### src/rtl/noc_pkg.sv
// Shared NoC definitions: router output-port selection and the default link width.
package noc_pkg;

  typedef enum logic [3:0] {
    ALL       = 4'd0,
    NORTH     = 4'd1,
    SOUTH     = 4'd2,
    WEST      = 4'd3,
    EAST      = 4'd4,
    EASTNORTH = 4'd5,
    EASTSOUTH = 4'd6,
    EASTWEST  = 4'd7,
    WESTNORTH = 4'd8,
    WESTSOUTH = 4'd9,
    WESTEAST  = 4'd10
  } router_mode_t;

  localparam int NOC_DATA_WIDTH = 16;

endpackage

### src/rtl/sync_fifo_fwft.sv
// First-word-fall-through FIFO: storage, pointers and occupancy. The caller decides
// when push/pop are legal; this block trusts them.
module sync_fifo_fwft
  import noc_pkg::*;
#(
  parameter int DATA_WIDTH = NOC_DATA_WIDTH,
  parameter int DEPTH      = 4
) (
  input  logic                     clk,
  input  logic                     rst,
  input  logic                     push,
  input  logic                     pop,
  input  logic [DATA_WIDTH-1:0]    wr_data,
  output logic [DATA_WIDTH-1:0]    rd_data,
  output logic [$clog2(DEPTH):0]   count
);

  localparam int AW = $clog2(DEPTH);

  logic [DATA_WIDTH-1:0] mem [DEPTH];
  logic [AW-1:0]         wr_ptr;
  logic [AW-1:0]         rd_ptr;

  // Storage is not reset; only a push writes it, so data_i is ignored otherwise.
  always_ff @(posedge clk) begin
    if (push) mem[wr_ptr] <= wr_data;
  end

  // DEPTH is a power of two, so natural pointer rollover is the modulo wrap.
  always_ff @(posedge clk) begin
    if (rst) begin
      wr_ptr <= '0;
      rd_ptr <= '0;
      count  <= '0;
    end else begin
      if (push) wr_ptr <= wr_ptr + 1'b1;
      if (pop)  rd_ptr <= rd_ptr + 1'b1;
      case ({push, pop})
        2'b10:   count <= count + 1'b1;
        2'b01:   count <= count - 1'b1;
        default: count <= count;
      endcase
    end
  end

  assign rd_data = mem[rd_ptr];

endmodule

### src/rtl/router_port_rx.sv
// Receive endpoint for one router output port: buffers every enabled beat, presents
// it over valid/ready, and counts beats lost to overrun.
module router_port_rx
  import noc_pkg::*;
#(
  parameter int DATA_WIDTH  = NOC_DATA_WIDTH,
  parameter int DEPTH       = 4,
  parameter int AFULL_LEVEL = 3,
  parameter int DROP_WIDTH  = 8
) (
  input  logic                   clk,
  input  logic                   rst,
  input  logic                   enable_i,
  input  logic [DATA_WIDTH-1:0]  data_i,
  output logic [DATA_WIDTH-1:0]  out_data_o,
  output logic                   out_valid_o,
  input  logic                   out_ready_i,
  output logic [$clog2(DEPTH):0] count_o,
  output logic                   almost_full_o,
  output logic                   full_o,
  output logic [DROP_WIDTH-1:0]  drop_cnt_o,
  input  logic                   clr_drop_i
);

  localparam int CW = $clog2(DEPTH) + 1;
  localparam logic [CW-1:0] DEPTH_C = CW'(DEPTH);
  localparam logic [CW-1:0] AFULL_C = CW'(AFULL_LEVEL);

  logic [DATA_WIDTH-1:0] head_data;
  logic                  push;
  logic                  pop;
  logic                  drop;

  // Handshake: the head entry transfers on any cycle where out_valid_o and
  // out_ready_i are both high; out_valid_o never waits on out_ready_i, and the head
  // stays stable while valid and not accepted. The router side has no backpressure.
  assign pop  = out_valid_o && out_ready_i;
  assign push = enable_i && (!full_o || pop);
  assign drop = enable_i && full_o && !pop;

  sync_fifo_fwft #(
    .DATA_WIDTH (DATA_WIDTH),
    .DEPTH      (DEPTH)
  ) u_fifo (
    .clk     (clk),
    .rst     (rst),
    .push    (push),
    .pop     (pop),
    .wr_data (data_i),
    .rd_data (head_data),
    .count   (count_o)
  );

  assign out_valid_o   = (count_o != '0);
  assign out_data_o    = out_valid_o ? head_data : '0;
  assign full_o        = (count_o == DEPTH_C);
  assign almost_full_o = (count_o >= AFULL_C);

  // Clear wins over a same-cycle drop; the counter sticks at all-ones.
  always_ff @(posedge clk) begin
    if (rst || clr_drop_i)                 drop_cnt_o <= '0;
    else if (drop && (drop_cnt_o != '1))   drop_cnt_o <= drop_cnt_o + 1'b1;
  end

endmodule

### config.mk
export PLATFORM = sky130hd
export DESIGN_NAME = router_port_rx
export DESIGN_NICKNAME = d
export VERILOG_FILES = /design/src/rtl/noc_pkg.sv /design/src/rtl/sync_fifo_fwft.sv /design/src/rtl/router_port_rx.sv
export SDC_FILE = /design/constraint.sdc
export NUM_CORES = 1
export LEC_CHECK = 0
export CORE_UTILIZATION = 65
export CTS_CLUSTER_SIZE = 14
export DETAILED_ROUTE_END_ITERATION = 10
export DONT_BUFFER_PORTS = 1
export HOLD_SLACK_MARGIN = 0.05
export PLACE_DENSITY = 0.8
export SYNTH_ARGS = -nofsm -noshare
export SYNTH_HDL_FRONTEND = slang
export SYNTH_SLANG_ARGS = --single-unit
### constraint.sdc
create_clock -name clk -period 4.6 [get_ports clk]
set_clock_uncertainty 0.1 [all_clocks]
set_input_delay 1.38 -clock clk [delete_from_list [all_inputs] [get_ports clk]]
set_output_delay 1.38 -clock clk [all_outputs]
set_load 0.01 [all_outputs]
== After elaboration in Yosys (flattened, before gate mapping) ==
Memory sizes are Yosys's and may differ from the RTL's. A register that Yosys moved wholly into a read port is not among the register bits.
Index checks and enable logic that the tools add are counted.
Storage, ports and cells
  flip-flop bits (word level): 15
  logic and storage cells: 32
  output and inout bits: 30
  memories: 1
  RAM bits: 64
  input bits: 21
Memory list
  u_fifo.mem: words 4, width 16, rd ports 1, clocked after memory_dff 1, wr ports 1, RTL line sync_fifo_fwft.sv:20  | logic [DATA_WIDTH-1:0] mem [DEPTH];
Operators by class
  mux-type cells: 6
  equality and inequality tests: 4
  reduce and logical (&&, ||, !) cells: 11
  magnitude comparators: 1
  add/sub/neg operators: 5
Operators by type and width (count)
  two-way mux 16 bit: 1
  adder 8 x 1 -> 8 bit, second input constant: 1
  inequality test 8 bit, second input constant: 1
  case mux 3 bit (2 select lines): 1
  logical AND 1 bit: 5
  adder 2 x 1 -> 2 bit, second input constant: 2
  two-way mux 2 bit: 2
  adder 3 x 1 -> 3 bit, second input constant: 1
  equality test 3 bit, second input constant: 1
  >= comparator 3 x 2 -> 1 bit, second input constant: 1
  nonzero test 3 bit: 1
  subtractor 3 x 1 -> 3 bit, second input constant: 1
  equality test 2 x 1 -> 1 bit, second input constant: 1
  equality test 2 bit, second input constant: 1
  logical NOT 1 bit: 2
  logical OR 1 bit: 2
  two-way mux 1 bit: 2
  nonzero test 2 bit: 1

== Longest topological paths before layout ==
Gate-level depths: netlist (run 1).
  depth after elaboration: 6
  mapped depth: 10
  mapped depth without buffers: 9

== By module ==
Synthesis (run 1) repeated with hierarchy kept, for this count alone.
Unflattened totals
  cell total of the unflattened synthesis: 202
  area total of the unflattened synthesis: 3357.0 sq um
Modules (own cells, without submodules)
  sync_fifo_fwft: area an instance 2768.9 sq um, cells each 129, sequential area each 2102.0 sq um, instances 1
  router_port_rx: area an instance 588.1 sq um, cells each 73, sequential area each 160.2 sq um, instances 1

== Worst setup path before layout (run 1) ==
Ideal clock, no wire load.
  kind: input to register
  start: in out_ready_i
  end: reg u_fifo.count[2]
  library setup time: 0.070 ns
  path buffers: 1
  data arrival time: 3.336 ns
  data required time: 4.430 ns
  path slack: 1.094 ns
  cell stages on the path: 10
  cells stage by stage: nor4b_4 and2b_2 clkbuf_1 inv_1 ha_1 inv_1 fa_1 xor2_1 or3_1 a21oi_1
Between the ends
  word-level cells in the longest chain between the ends: 5
  elaborated cells on any way between the ends: 7
  classes of those cells: eq/ne (2); mux (1); reduce/logical (4)
RTL lines
  start: declaration: RTL line router_port_rx.sv:17  | input logic out_ready_i,
  logical AND 1 bit *: RTL line router_port_rx.sv:37  | assign pop = out_valid_o && out_ready_i;
  logical OR 1 bit: RTL line router_port_rx.sv:38  | assign push = enable_i && (!full_o || pop);
  logical AND 1 bit: RTL line router_port_rx.sv:38
  equality test 2 x 1 -> 1 bit / equality test 2 bit (equally long branches): RTL line sync_fifo_fwft.sv:38  | case ({push, pop})
  case mux 3 bit (2 select lines) / nonzero test 2 bit (equally long branches)
  end signal: assignment: RTL line sync_fifo_fwft.sv:39  | 2'b10: count <= count + 1'b1;
  end signal: assignment: RTL line sync_fifo_fwft.sv:40  | 2'b01: count <= count - 1'b1;
  end signal: assignment: RTL line sync_fifo_fwft.sv:41  | default: count <= count;
  end: declaration: RTL line sync_fifo_fwft.sv:15  | output logic [$clog2(DEPTH):0] count
Mark *: on every way between the ends. The rest lies on a longest branch, timed or not.
A chain may end at the register's enable or synchronous reset.

==> results.ini, run 1 <==
[outcome]
outcome = completed

[yosys]
yosys_most_used_dff = edfxtp_1
synth_edf_count = 64
synth_top_cell_by_area = edfxtp_1
synthCells = 198
ys_warn_count = 0
syn_area_per_cell_um2 = 16.7
netlist_area_mm2 = 0.00330
ys_seq_elements = 81
yosysTopAreaCellShare_pct = 58.2
netlist-cell-type-count = 33
synth_nets = 226
ys_async_sr_fraction_pct = 0
ys_seq_area_share_pct = 68.5
synth_area_leaders = edfxtp_1 58%, mux4_2 11%, dfxtp_1 10%

[sta]
period_share_pct = 71.2
tightestPinTransition_ns = 0.844
hold_ws_ns = 0.431
hold_viol_final = 0
final-max-slew-violation-count = 0
min_period_ns = 3.28
rsz0062_at_grt = no
setup_viol = 0
max_slew_margin_pct = 43.8
fmax_mhz = 305
tns_ns = 0
timing.final.ws_setup_ns = 1.32

[routing]
firstDrtPassIters = 4
antenna_left = 0
routedWlPerCell_um = 19.6
drt_iter0_drc = 73
vias = 1664
via_per_inst = 6.10
drc = 0
wl_mm = 5.35

[cells_and_area]
multiInputGateArea_um2 = 973
layout_commonest_cell = edfxtp_1
drive_gt1_share_pct = 17.5
layout_common_cells = 64 x edfxtp_1, 22 x and2_1, 17 x dfxtp_1, 16 x mux4_2, 11 x nor2_1
stdcell_count = 273
fillCellCount = 323
nNetsFinal = 229
ff_latch_area_mm2 = 0.00226
area_delta_synth_final_pct = 7.09
diodes = 0
postLayoutCoreUtil_pct = 73.4

[floorplanning]
core_mm2 = 0.00482
num_rows = 25
ios = 51
start_util_pct = 68.5
die_h_um = 73.3
dieWidth_um = 73.3
die_area_mm2 = 0.00537

[clock_network]
cts_sinks = 81
holdBufCountCts = 0
cts_made_buffers = 9
cts_root_buf = clkbuf_8
path_clk_slew_ns = 0.07
clockBufferDepth = 2
clk_latency_ns = 0.33
cts_resized = 0
ctsHtreeMaxLevel = 3
cts_tree = yes
cts_setup_buffers = 0

[job]
max-cap-violations = 0

[worst_setup_path]
crit_type = reg -> out
critPathMaxFanout = 16
required_ns = 3.12
end_kind = output pin
critPathLaunchType = register
arrival_ns = 1.80

[global_route]
grt.overflow.total = 0
grt_pass1_vias = 1767
grt_first_pass_wirelength_mm = 8.10
antenna_found_initial = 0
grt_usage_pct = 22.0
grt_max_degree = 20

[placed_design]
dpl.hpwl_mm = 3.53
place.port_buffers = 0
preCtsSetupSlack_ns = 1.04
placedCellCount = 257
place_congestion = 0.843

[power_and_ir_drop]
cellPowerDensity_mw_per_mm2 = 508
p_leak_nw = 1.15
peakVddDrop_mv = 0.452

[min_path]
hold_path.class = reg -> reg

-- flip-flops by register name, summed over array words and instances (netlist names), named ones only --
signal and flops:
drop_cnt_o 8, u_fifo.count 3, u_fifo.rd_ptr 2, u_fifo.wr_ptr 2
u_fifo.mem 64
-- synth_stat cells, types with 2 or more instances --
| cell | instances |
|---|---|
| ha_1 | 6 |
| and4_1 | 2 |
| xor2_1 | 5 |
| and2_1 | 22 |
| nand4_1 | 4 |
| or3_1 | 3 |
| mux4_2 | 16 |
| a21oi_1 | 4 |
| buf_2 | 2 |
| nor3_1 | 2 |
| o21ai_0 | 3 |
| nand3_1 | 3 |
| nor2_1 | 11 |
| edfxtp_1 | 64 |
| mux2i_1 | 2 |
| buf_1 | 2 |
| and3_1 | 2 |
| clkbuf_1 | 5 |
| dfxtp_1 | 17 |
| a211oi_1 | 2 |
| xnor2_1 | 2 |
| inv_1 | 8 |
-- worst max-delay path: stages, from the launching register on --
cell and delay [ns]:
dfxtp_1 0.82, mux4_2 0.42, and2_1 0.21
-- path summary, 6_finish.rpt --
path	cells past startpoint	start	slack [ns]	to
setup / recovery	2	register	1.32	out_data_o[5]
hold / removal	2	u_fifo.rd_ptr[1]	0.43	u_fifo.rd_ptr[1]
setup reg to reg	9	u_fifo.count[2]	1.88	u_fifo.count[2]
hold reg to reg	2	u_fifo.rd_ptr[1]	0.43	u_fifo.rd_ptr[1]
-- layer usage --
metal  up-vias  GRT usage (%)  wire length [um]
li1        758              -                 -
met1       844           23.0              2030
met3         4           7.96               355
met2        58           39.5              2940
met4         0           10.0                34
met5         -              0                 0
-- kinds of logic (layout without fill, tap and decap cells) --
kind of cell / Yosys count / count (layout) / share of synthesized area [%]
AOI/OAI and AO/OA: 14 / 14 / 3.11
xor gates and xnor gates: 7 / 7 / 1.86
adders and majority gates: 7 / 7 / 2.88
buffers and inverters: 17 / 25 / 2.01
DFF: 81 / 81 / 68.5
muxes: 18 / 18 / 11.5
and+or+nand+nor: 54 / 54 / 10.1
-- where the power goes --
part / internal (mW) / leakage, nW / switching, mW
Combinational: 0.178 / 0.335 / 0.234
Clock: 0.248 / 0.0918 / 0.227
Sequential: 0.859 / 0.726 / 0.0486
-- final cells by class --
class / count / area share (%)
flip-flops and latches: 81 / 64.0
multi-input cells: 100 / 27.5
clock buffers: 12 / 3.82
well taps: 67 / 2.37
clock inverters: 4 / 1.24
inverters: 8 / 0.849
repair buffers: 1 / 0.212
-- metrics by stage --
step | area, um^2 | power (mW)
finish | 3540 | 1.79
global route | 3540 | 1.88
CTS | 3540 | 1.81
detailed placement | 3360 | 1.34
global placement | 3360 | 1.32
floorplan | 3300 | 1.26
Note: power is estimated with default switching activity, not from simulation.
==> run 2, diff against run 1 <==
--- a/config.mk
+++ b/config.mk
@@ -5,12 +5,12 @@
 export SDC_FILE = /design/constraint.sdc
 export NUM_CORES = 1
 export LEC_CHECK = 0
-export CORE_UTILIZATION = 65
+export CORE_UTILIZATION = 56
 export CTS_CLUSTER_SIZE = 14
 export DETAILED_ROUTE_END_ITERATION = 10
 export DONT_BUFFER_PORTS = 1
 export HOLD_SLACK_MARGIN = 0.05
-export PLACE_DENSITY = 0.8
+export PLACE_DENSITY = 0.73
 export SYNTH_ARGS = -nofsm -noshare
 export SYNTH_HDL_FRONTEND = slang
 export SYNTH_SLANG_ARGS = --single-unit
==> constraint.sdc (replaced) <==
create_clock -name clk -period 2.7 [get_ports clk]
set_clock_uncertainty 0.1 [all_clocks]
set_input_delay 0.81 -clock clk [delete_from_list [all_inputs] [get_ports clk]]
set_output_delay 0.81 -clock clk [all_outputs]
set_load 0.01 [all_outputs]
==> run 2 against run 1 <==
  * Largest power group unchanged
  * Final cell count increased by 3.7%
  * Sequential power increased by 69%
  * Setup slack got worse by 1.2 ns
==> results.ini, run 2 (synthesized netlist as in run 1, its figures left out) <==
[outcome]
outcome = completed

[worst_setup_path]
arrival_ns = 1.70
r2r-end = u_fifo.count[2]
r2r_cells = 8
critPathMaxFanout = 19
r2r_slack_ns = 0.21
critPathLaunchType = register
crit_type = reg -> out
end_kind = output pin
reg2reg_from = u_fifo.count[1]
required_ns = 1.79

[sta]
min_period_ns = 2.61
setup_viol = 0
hold_viol_final = 0
fmax_mhz = 383
period_share_pct = 96.7
rsz0062_at_grt = no
timing.final.ws_setup_ns = 0.0892
max_slew_margin_pct = 44.9
tightestPinTransition_ns = 0.827
final-max-slew-violation-count = 0
tns_ns = 0

[clock_network]
cts_made_buffers = 9
cts_sinks = 81
cts_setup_buffers = 0
cts_tree = yes
cts_root_buf = clkbuf_8
path_clk_slew_ns = 0.08
holdBufCountCts = 0
ctsHtreeMaxLevel = 3
clockBufferDepth = 2
cts_resized = 0
clk_latency_ns = 0.33

[cells_and_area]
layout_common_cells = 64 x edfxtp_1, 22 x and2_1, 17 x dfxtp_1, 16 x mux4_2, 11 x nor2_1
drive_gt1_share_pct = 22.7
top_regs = u_fifo.mem: 64 flops, drop_cnt_o: 8 flops, u_fifo.count: 3 flops
layout_commonest_cell = edfxtp_1
largest_reg_flops = 64
area_delta_synth_final_pct = 9.47
diodes = 0
postLayoutCellArea_mm2 = 0.00361
stdcell_count = 283
largest_register = u_fifo.mem
nNetsFinal = 234

[routing]
antenna_left = 0
via_per_inst = 5.80
wl_mm = 5.41
drt_iter0_drc = 84
drc = 0
routedWlPerCell_um = 19.1
firstDrtPassIters = 4
vias = 1642

[global_route]
grt.overflow.total = 0
grt_usage_pct = 19.3
grt_max_degree = 20
grt_first_pass_wirelength_mm = 8.53
grt_pass1_vias = 1717
antenna_found_initial = 0

[min_path]
worstHoldEndpoint = u_fifo.count[1]
hold_path.class = in -> reg
whs_path_depth = 1
hp-start = rst

[placed_design]
dpl.hpwl_mm = 3.56
place_congestion = 0.791
dpl_cell_area_mm2 = 0.00342
preCtsSetupSlack_ns = -0.0359
placedCellCount = 267
place.port_buffers = 0

[power_and_ir_drop]
peakVddDrop_mv = 0.440
pwr-share-seq_pct = 48.8
p_sw_share_pct = 28.4
power_frac_clock_pct = 27.3
p_sw_uw = 893
cellPowerDensity_mw_per_mm2 = 871
comb_power_share_pct = 23.9
p_leak_nw = 1.18
power.internal_mw = 2.25

[floorplanning]
ios = 51
num_rows = 27
core_mm2 = 0.00561
start_util_pct = 58.9
die_h_um = 78.8
die_area_mm2 = 0.00621
dieWidth_um = 78.8

[job]
max-cap-violations = 0

run 2: how the worst max path moves through the flow:
stage	from	end	slack [ns]	cells past startpoint
after floorplan	out_ready_i	u_fifo.count[2]	-0.17	10
after global placement	out_ready_i	u_fifo.count[2]	0.07	9
after detailed placement	out_ready_i	u_fifo.count[2]	-0.04	9
after CTS	u_fifo.count[1]	out_data_o[5]	0.05	2
after global routing	u_fifo.count[1]	out_data_o[5]	0.02	2
final	u_fifo.count[1]	out_data_o[5]	0.09	2
run 2: final cells by class:
cell class | instances | area (um^2)
clock buffers | 11 | 141
clock inverters | 5 | 55.1
fillers | 411 | 1990
inverters | 8 | 32.5
multi-input cells | 100 | 988
flip-flops and latches | 81 | 2260
well taps | 72 | 90.1
repair buffers | 6 | 45.0
run 2: metrics by stage:
step | util, % | hold WS, ns | total power [mW]
2_1_floorplan | - | 0.385 | 2.17
3_5_place_dp | 61.0 | 0.414 | 2.34
5_1_grt | 64.5 | 0.411 | 3.31
4_1_cts | 64.5 | 0.415 | 3.18
6_report | 64.5 | 0.431 | 3.15
3_3_place_gp | 61.0 | 0.402 | 2.30
run 2: metal layers:
layer	share of wire [%]	track usage [%]	vias to the layer above
met5	0	0	-
li1	-	-	765
met2	53	34.7	47
met1	39	20.3	820
met3	6.0	6.55	10
met4	1.8	8.89	0
run 2: critical path, cell delays in order, from the launching register on:
cell and delay (ns):
dfxtp_1 0.41, or3_2 0.69, and2_1 0.26
run 2: power groups by stage:
stage                     sequential (mW)  combinational (mW)  clock (mW)
final                                1.53               0.754       0.859
after CTS                            1.54               0.776       0.871
after detailed placement             1.56               0.774           0
after floorplan                      1.54               0.629           0
after global placement               1.55               0.748           0
after global routing                 1.55               0.837       0.925
==> run 3, diff against run 2 <==
--- a/config.mk
+++ b/config.mk
@@ -11,6 +11,7 @@
 export DONT_BUFFER_PORTS = 1
 export HOLD_SLACK_MARGIN = 0.05
 export PLACE_DENSITY = 0.73
+export RECOVER_POWER = 50
 export SYNTH_ARGS = -nofsm -noshare
 export SYNTH_HDL_FRONTEND = slang
 export SYNTH_SLANG_ARGS = --single-unit
==> run 3 against run 2 <==
  * Final cell count stayed put
  * Setup slack better by 0.029 ns
  * Flip-flop and latch count stayed put
  * Sequential share of layout area is 0.66 points higher
  * Combinational power is 1% lower
  * Total power is 0.51% lower
  * Critical path depth stayed put
  * Non-clock buffer count stayed put
  * Maximum frequency is 1.1% higher
  * Global-route usage stayed put
  * First-iteration DRC count is 27% higher
  * Critical path type unchanged
==> results.ini, run 3 (synthesized netlist as in run 1, its figures left out) <==
[outcome]
outcome = completed

[min_path]
hp-start = rst
hold_path.class = in -> reg

[worst_setup_path]
crit_path_max_incr_delay_ns = 0.68
crit_buf_inv = 0
r2r_slack_ns = 0.20
critPathLaunchType = register
critPathMaxFanout = 19
required_ns = 1.79
arrival_ns = 1.67
slowest_stage = or3_2
crit_type = reg -> out
reg2reg_from = u_fifo.count[2]
worstSetupStartpoint = u_fifo.count[1]
end_kind = output pin
crit_chain = or3_2 -> and2_1
crit_family = simple AND/OR/NAND/NOR gates

[routing]
vias = 1640
routedWlPerCell_um = 19.1
firstDrtPassIters = 4
drc = 0
via_per_inst = 5.80
antenna_left = 0
drt_iter0_drc = 107
wl_mm = 5.40

[clock_network]
clockBufferDepth = 2
clk_latency_ns = 0.33
cts_resized = 0
cts_tree = yes
cts_root_buf = clkbuf_8
path_clk_slew_ns = 0.08
cts_made_buffers = 9
cts_sinks = 81
holdBufCountCts = 0
ctsHtreeMaxLevel = 3
cts_setup_buffers = 0

[cells_and_area]
area_delta_synth_final_pct = 8.34
drive_gt1_share_pct = 20.4
multiInputGateArea_um2 = 958
ff_latch_area_mm2 = 0.00226
postLayoutCellArea_mm2 = 0.00358
largest_register = u_fifo.mem
layout_common_cells = 64 x edfxtp_1, 22 x and2_1, 17 x dfxtp_1, 16 x mux4_2, 11 x nor2_1
postLayoutCoreUtil_pct = 63.8
layout_commonest_cell = edfxtp_1
diodes = 0
nNetsFinal = 234
top_regs = u_fifo.mem: 64 flops, drop_cnt_o: 8 flops, u_fifo.count: 3 flops
largest_reg_flops = 64
fillCellCount = 419

[sta]
fmax_mhz = 387
setup_viol = 0
rsz0062_at_grt = no
final-max-slew-violation-count = 0
hold_ws_ns = 0.430
max_slew_margin_pct = 44.9
min_period_ns = 2.58
tns_ns = 0
hold_viol_final = 0
period_share_pct = 95.6
tightestPinTransition_ns = 0.827

[floorplanning]
num_rows = 27
start_util_pct = 58.9
ios = 51
die_h_um = 78.8
dieWidth_um = 78.8
die_area_mm2 = 0.00621
core_mm2 = 0.00561

[global_route]
grt.overflow.total = 0
antenna_found_initial = 0
grt_max_degree = 20
grt_first_pass_wirelength_mm = 8.53
grt_usage_pct = 19.3
grt_pass1_vias = 1717

[power_and_ir_drop]
cellPowerDensity_mw_per_mm2 = 875
peakVddDrop_mv = 0.428
p_leak_nw = 1.17

[placed_design]
place.port_buffers = 0
dpl_cell_area_mm2 = 0.00342
place_congestion = 0.791
dpl.hpwl_mm = 3.56

[job]
max-cap-violations = 0

==> run 3: cell types whose count changed in the layout (fill, tap and decap cells not counted) <==
| cell | previous run | this run |
|---|---|---|
| and2b_1 | 0 | 1 |
| clkbuf_1 | 1 | 3 |
| nor4b_1 | 0 | 1 |
| nor4b_4 | 1 | 0 |
| o211ai_1 | 0 | 1 |
| o211ai_4 | 1 | 0 |
| and2b_2 | 1 | 0 |
| buf_4 | 6 | 4 |
==> run 3: report_power, final <==
part	internal [mW]	switching (mW)
Combinational	0.334	0.410
Clock	0.450	0.410
Sequential	1.46	0.0650
==> run 3: path summary, 6_finish.rpt <==
path                                         end  cells after the start
worst max-delay path               out_data_o[5]                      2
worst min-delay path             u_fifo.count[1]                      1
worst max register to register   u_fifo.count[2]                      9
worst min register to register  u_fifo.rd_ptr[1]                      2
==> run 3: cell type report <==
class,instances,area share [%]
Multi-Input combinational cell,100,26.8
Timing Repair Buffer,6,1.05
Clock inverter,5,1.54
Tap cell,72,2.52
Clock buffer,11,3.95
Sequential cell,81,63.2
Inverter,8,0.909
==> run 3: metal layers <==
metal / share of wire, % / global-route usage (%)
met5: 0 / 0
met4: 1.8 / 8.89
met3: 6.3 / 6.55
met2: 53 / 34.7
met1: 39 / 20.3
==> run 3: through the flow <==
stage          power (mW)  cells  setup slack (ns)
2_1_floorplan        2.17    198            -0.175
3_3_place_gp         2.30    267            0.0696
3_5_place_dp         2.34    267           -0.0359
4_1_cts              3.18    283            0.0520
5_1_grt              3.29    283            0.0261
6_report             3.13    283             0.118
